$ cat config.mk
export PLATFORM = sky130hd
export DESIGN_NAME = core_quant_pack
export DESIGN_NICKNAME = d
export VERILOG_FILES = /design/src/rtl/core_quant_pack.sv
export SDC_FILE = /design/constraint.sdc
export NUM_CORES = 2
export LEC_CHECK = 0
export ABC_AREA = 1
export CAP_MARGIN = 0
export CORE_MARGIN = 2
export CORE_UTILIZATION = 60
export CTS_BUF_LIST = sky130_fd_sc_hd__clkbuf_8 sky130_fd_sc_hd__clkbuf_16
export DETAILED_ROUTE_END_ITERATION = 10
export PLACE_DENSITY = 0.85
export SLEW_MARGIN = 25
export SYNTH_ARGS = -nofsm -noshare
export SYNTH_HDL_FRONTEND = slang
export SYNTH_SLANG_ARGS = --single-unit
$ cat constraint.sdc
create_clock -name clk -period 13.47 [get_ports clk]
set_input_delay 3.3675 -clock clk [delete_from_list [all_inputs] [get_ports clk]]
set_output_delay 3.3675 -clock clk [all_outputs]
set_load 0.02 [all_outputs]
$ cat src/rtl/core_quant_pack.sv
// core_quant_pack: requantizes signed accumulator results (bias, scale,
// rounding shift, saturation), packs PACK_NUM elements per word and buffers
// the words in a small FIFO toward the writeback stage. The upstream side
// has no backpressure, so a word that finds the FIFO full is dropped and
// reported through the sticky overflow_flag.
module core_quant_pack #(
    parameter int IDATA_WIDTH = 32,
    parameter int SCALE_WIDTH = 16,
    parameter int SHIFT_WIDTH = 5,
    parameter int ODATA_BIT   = 8,
    parameter int PACK_NUM    = 4,
    parameter int FIFO_DEPTH  = 4
) (
    input  logic                          clk,
    input  logic                          rstn,
    input  logic [IDATA_WIDTH-1:0]        cfg_bias,
    input  logic [SCALE_WIDTH-1:0]        cfg_scale,
    input  logic [SHIFT_WIDTH-1:0]        cfg_shift,
    input  logic                          cfg_clr,
    input  logic [IDATA_WIDTH-1:0]        idata,
    input  logic                          idata_valid,
    input  logic                          idata_last,
    output logic [ODATA_BIT*PACK_NUM-1:0] odata,
    output logic                          odata_valid,
    input  logic                          odata_ready,
    output logic [$clog2(PACK_NUM):0]     odata_lanes,
    output logic                          overflow_flag
);

    localparam int SUM_W  = IDATA_WIDTH + 1;
    localparam int PROD_W = SUM_W + SCALE_WIDTH;
    localparam int RND_W  = PROD_W + 1;
    localparam int WORD_W = ODATA_BIT * PACK_NUM;
    localparam int LANE_W = $clog2(PACK_NUM);
    localparam int CNT_W  = LANE_W + 1;
    localparam int PTR_W  = $clog2(FIFO_DEPTH);
    localparam int OCC_W  = PTR_W + 1;

    localparam logic signed [RND_W-1:0] Q_MAX = RND_W'((1 << (ODATA_BIT - 1)) - 1);
    localparam logic signed [RND_W-1:0] Q_MIN = -Q_MAX - RND_W'(1);

    // ---------------- pipeline ----------------
    logic                     s1_valid, s1_last;
    logic signed [SUM_W-1:0]  s1_sum;
    logic                     s2_valid, s2_last;
    logic signed [PROD_W-1:0] s2_prod;
    logic                     s3_valid, s3_last;
    logic [ODATA_BIT-1:0]     s3_q;

    logic signed [RND_W-1:0]  prod_ext, rnd_add, rounded;
    logic [ODATA_BIT-1:0]     q_sat;

    // Stage 1: add bias at full width so the sum cannot wrap
    always_ff @(posedge clk or negedge rstn) begin
        if (!rstn) begin
            s1_valid <= 1'b0;
            s1_last  <= 1'b0;
            s1_sum   <= '0;
        end else begin
            s1_valid <= idata_valid;
            s1_last  <= idata_valid && idata_last;
            s1_sum   <= SUM_W'($signed(idata)) + SUM_W'($signed(cfg_bias));
        end
    end

    // Stage 2: full-precision signed multiply by the scale
    always_ff @(posedge clk or negedge rstn) begin
        if (!rstn) begin
            s2_valid <= 1'b0;
            s2_last  <= 1'b0;
            s2_prod  <= '0;
        end else begin
            s2_valid <= s1_valid;
            s2_last  <= s1_last;
            s2_prod  <= PROD_W'(s1_sum) * PROD_W'($signed(cfg_scale));
        end
    end

    // Round half toward +inf via arithmetic shift, then clamp to the output range
    always_comb begin
        prod_ext = RND_W'(s2_prod);
        rnd_add  = '0;
        if (cfg_shift != '0)
            rnd_add = RND_W'(1) << (cfg_shift - SHIFT_WIDTH'(1));
        rounded = (prod_ext + rnd_add) >>> cfg_shift;
        if (rounded > Q_MAX)
            q_sat = Q_MAX[ODATA_BIT-1:0];
        else if (rounded < Q_MIN)
            q_sat = Q_MIN[ODATA_BIT-1:0];
        else
            q_sat = rounded[ODATA_BIT-1:0];
    end

    // Stage 3: register the quantized element
    always_ff @(posedge clk or negedge rstn) begin
        if (!rstn) begin
            s3_valid <= 1'b0;
            s3_last  <= 1'b0;
            s3_q     <= '0;
        end else begin
            s3_valid <= s2_valid;
            s3_last  <= s2_last;
            s3_q     <= q_sat;
        end
    end

    // ---------------- packer ----------------
    logic [WORD_W-1:0] stage_word, word_next;
    logic [LANE_W-1:0] lane_cnt;
    logic              push_req;
    logic [CNT_W-1:0]  push_lanes;

    // Merge the current element into the staging word and decide whether it closes
    always_comb begin
        word_next = stage_word;
        word_next[lane_cnt*ODATA_BIT +: ODATA_BIT] = s3_q;
        push_req   = s3_valid && (s3_last || (lane_cnt == LANE_W'(PACK_NUM - 1)));
        push_lanes = CNT_W'(lane_cnt) + CNT_W'(1);
    end

    // Staging word and lane counter; a closed word leaves upper lanes zero
    always_ff @(posedge clk or negedge rstn) begin
        if (!rstn) begin
            stage_word <= '0;
            lane_cnt   <= '0;
        end else if (s3_valid) begin
            if (push_req) begin
                stage_word <= '0;
                lane_cnt   <= '0;
            end else begin
                stage_word <= word_next;
                lane_cnt   <= lane_cnt + LANE_W'(1);
            end
        end
    end

    // ---------------- output FIFO ----------------
    logic [WORD_W-1:0] mem_word  [FIFO_DEPTH];
    logic [CNT_W-1:0]  mem_lanes [FIFO_DEPTH];
    logic [PTR_W-1:0]  wr_ptr, rd_ptr;
    logic [OCC_W-1:0]  count;
    logic              full, pop, push, drop;

    // A pop in the same cycle frees the slot, so a full FIFO can still accept
    always_comb begin
        full = (count == OCC_W'(FIFO_DEPTH));
        pop  = (count != '0) && odata_ready;
        push = push_req && (!full || pop);
        drop = push_req && full && !pop;
    end

    // Storage, pointers and occupancy
    always_ff @(posedge clk or negedge rstn) begin
        if (!rstn) begin
            for (int unsigned i = 0; i < FIFO_DEPTH; i++) begin
                mem_word[i]  <= '0;
                mem_lanes[i] <= '0;
            end
            wr_ptr <= '0;
            rd_ptr <= '0;
            count  <= '0;
        end else begin
            if (push) begin
                mem_word[wr_ptr]  <= word_next;
                mem_lanes[wr_ptr] <= push_lanes;
                wr_ptr            <= wr_ptr + PTR_W'(1);
            end
            if (pop)
                rd_ptr <= rd_ptr + PTR_W'(1);
            if (push && !pop)
                count <= count + OCC_W'(1);
            else if (pop && !push)
                count <= count - OCC_W'(1);
        end
    end

    // Sticky drop indicator; a new drop outranks a clear in the same cycle
    always_ff @(posedge clk or negedge rstn) begin
        if (!rstn)
            overflow_flag <= 1'b0;
        else if (drop)
            overflow_flag <= 1'b1;
        else if (cfg_clr)
            overflow_flag <= 1'b0;
    end

    assign odata       = mem_word[rd_ptr];
    assign odata_lanes = mem_lanes[rd_ptr];
    assign odata_valid = (count != '0);

endmodule

==> summary.txt <==
Ports = 128
Layout cells sized above 1 = 6.11%
#FFs+latches synth = 278
Outcome = completed
Count leader, synth = nand2_1
Final #Nets = 5982
Vias per cell = 5.65
Clk sinks = 278
Final Critical Period = 10.36 ns
GRT Max-Usage Layer = met2
Met3 Use GR = 5.92%
DRT antenna net count = 0
Final Max Tran Viols = 0
Post-DP HPWL = 80.0 mm
Wirelength per Cell = 17.2 um
Htree depth = 1
Critical Path Start = cfg_scale[15]
Synth area leaders = fa_1 (26%), dfrtp_1 (18%), nand2_1 (13%), inv_1 (10%), ha_1 (6.2%)
First-pass GRT wire length = 173 mm
Largest net degree at the start of global routing = 81
Die area = 66400 um2
Routing usage on met1 = 41.8%
Crit path required time = 14.01 ns
Post-cts resize count = 0
DR vias = 34300
Worst setup SP type = input pin
RSZ-0062 raised after global routing = no
Worst Hold Class = flip-flop to flip-flop
Post-CTS Setup Inserts = 0
Hold_sp = s2_last
Setup_tns = 0 ns
# DRC = 0
Worst slew margin = 30.9%
Distinct cells, synth = 48
Post-Layout Cell Count = 6074
Rows = 93
Core Box Area = 64000 um2
GR Overflow Total = 0
Synth top cells by count = nand2_1 (1363), inv_1 (1078), fa_1 (503)
Post-Syn Area = 38600 um2
Critical path type = input pin to flip-flop
Max_cap viols = 0
Skew final = 0.0339 ns
Vias in the first global route = 34800
Cell taking the most area after synthesis = fa_1
Most Frequent Cell on Critical Path = fa_1
Root Buffer = clkbuf_16
PortBufs = 127
CP max stage delay = 0.77 ns
Area grow syn2layout = 7.39%
Initial antenna violation count = 0
R2r startpoint = s1_sum[5]
Part of the Yosys area used for sequential elements = 18.0%
Worst-path fanout max = 34
Footprint of the multi-input gates = 26700 um2
Bufs on Longest Clock Path = 3
Clk_lat worst skew = 0.62 ns
Arr. time, crit path = 10.90 ns
Seq. cell area = 6960 um2
Final hold vios = 0
Die X = 258 um
Async set or reset register ratio after synthesis = 100%
Crit. End Element = flip-flop
Final Instance Area = 41500 um2
Antenna cells = 0
Yosys top cell area share = 26.1%
Ys Warns = 0
Syn Nets = 6003
Slew of the pin with the lowest slew margin = 1.03 ns
Met2 Use GR = 53.5%
Total track usage = 32.0%
GPL Wtd Cong = 0.999
Drt pass-1 iters = 6
Instance count of the mapped netlist = 5218
FMAX = 0.0965 GHz
Placed Cells = 6020
Die Ht = 258 um
Post-synth EDFFs = 0
Avg Inst Size Synth = 7.40 um2
Initial Util = 60.4%
Final cycle utilization of the critical path = 76.9%
Slowest-stage cell, CP = clkinv_1
Clock transition at path regs = 0.06 ns
Post-synth top flop = dfrtp_1
# hold bufs at CTS = 0
Drt first-iter violations = 3185
WL final = 104 mm
Total CTS buffers = 30
Layout fillers = 5334
CP Cell Sequence = clkdlybuf4s50_1 -> clkinv_1 -> or2_2 -> fa_1 -> inv_1 -> fa_1 -> fa_1 -> inv_1 -> fa_1 -> fa_1 -> inv_1 -> fa_1 -> ha_1 -> nand2_1 -> o21ai_0 -> a21oi_1 -> o21ai_1 -> a21oi_1 -> o31ai_1 -> nand2_1 -> nand2_1 -> nand2_1 -> o21ai_1 -> xor2_1
Util after Layout = 64.8%
Post-DP Area = 40400 um2
CTS tree = done
Final Setup Violations = 0
## area by class of cell
class / instances / area share [%]
clock buffer: 39 / 2.11
clock inverter: 15 / 0.528
inverter: 1106 / 10.0
multi-input combinational: 3617 / 64.3
sequential: 278 / 16.8
tap: 855 / 2.58
timing repair buffer: 164 / 3.68
## registers in the layout, summed over array words and instances (netlist names), 3 cells and up
name	cells
s3_q	8
s2_prod	49
mem_word	128
mem_lanes	12
stage_word	32
count	3
s1_sum	33
## worst max-delay path, delay by kind of cell
family	cells	cell delay, ns
compound gates	6	1.37
xor+xnor	1	0.16
buf+inv	5	1.41
simple gates	5	1.06
fa+ha+maj	7	3.52
## stage by stage
stage | hold slack (ns) | setup slack, ns
final | 0.347 | 3.11
after global routing | 0.366 | 2.69
after CTS | 0.350 | 3.68
after detailed placement | 0.336 | 3.05
after global placement | 0.337 | 3.14
after floorplan | 0.331 | 4.35
## metal layers
layer | vias to the layer above | wire length (um)
li1 | 15900 | -
met3 | 316 | 9740
met2 | 1730 | 49600
met5 | - | 0
met1 | 16400 | 41000
met4 | 0 | 3990
## cell usage in the layout, fill, tap and decap left out, types with 29 or more instances in the layout
cell type	netlist	final
nor2_1	271	267
dfrtp_1	278	276
o21a_1	81	81
xor2_1	67	67
mux2_2	69	69
fa_1	503	503
buf_4	6	36
o22ai_1	85	85
xnor2_1	38	38
nor2_2	33	33
or2_2	29	29
clkbuf_16	0	30
nand2_1	1363	1363
clkdlybuf4s50_1	0	120
nand3_1	457	457
ha_1	191	191
inv_1	1078	1081
o21ai_0	132	132
nand3_2	32	32
a21oi_1	121	121
## kinds of logic (layout without fill, tap and decap cells)
logic type      after synthesis  count (layout)  synth area share (%)
compound gates              482             482                  7.31
mux                          69              69                  2.01
flops                       278             278                  18.0
simple gates               2266            2266                  25.0
xor+xnor                    105             105                  2.38
other cells                   1               1               0.00971
fa+ha+maj                   694             694                  32.2
buf+inv                    1323            1324                  13.0
## worst paths after layout
kind | to | slack, ns | cells after the start
worst max-delay path | s2_prod[47] | 3.11 | 24
worst min-delay path | s3_last | 0.35 | 0
min in group asynchronous | s2_prod[46] | 2.71 | 1
worst min register to register | s3_last | 0.35 | 0
worst max register to register | s2_prod[41] | 6.60 | 24
max in group asynchronous | mem_word[26] | 8.71 | 3
Power is left out: the tool's default activity adds up to more than one toggle a clock period on the data nets, which glitch-free logic cannot reach.
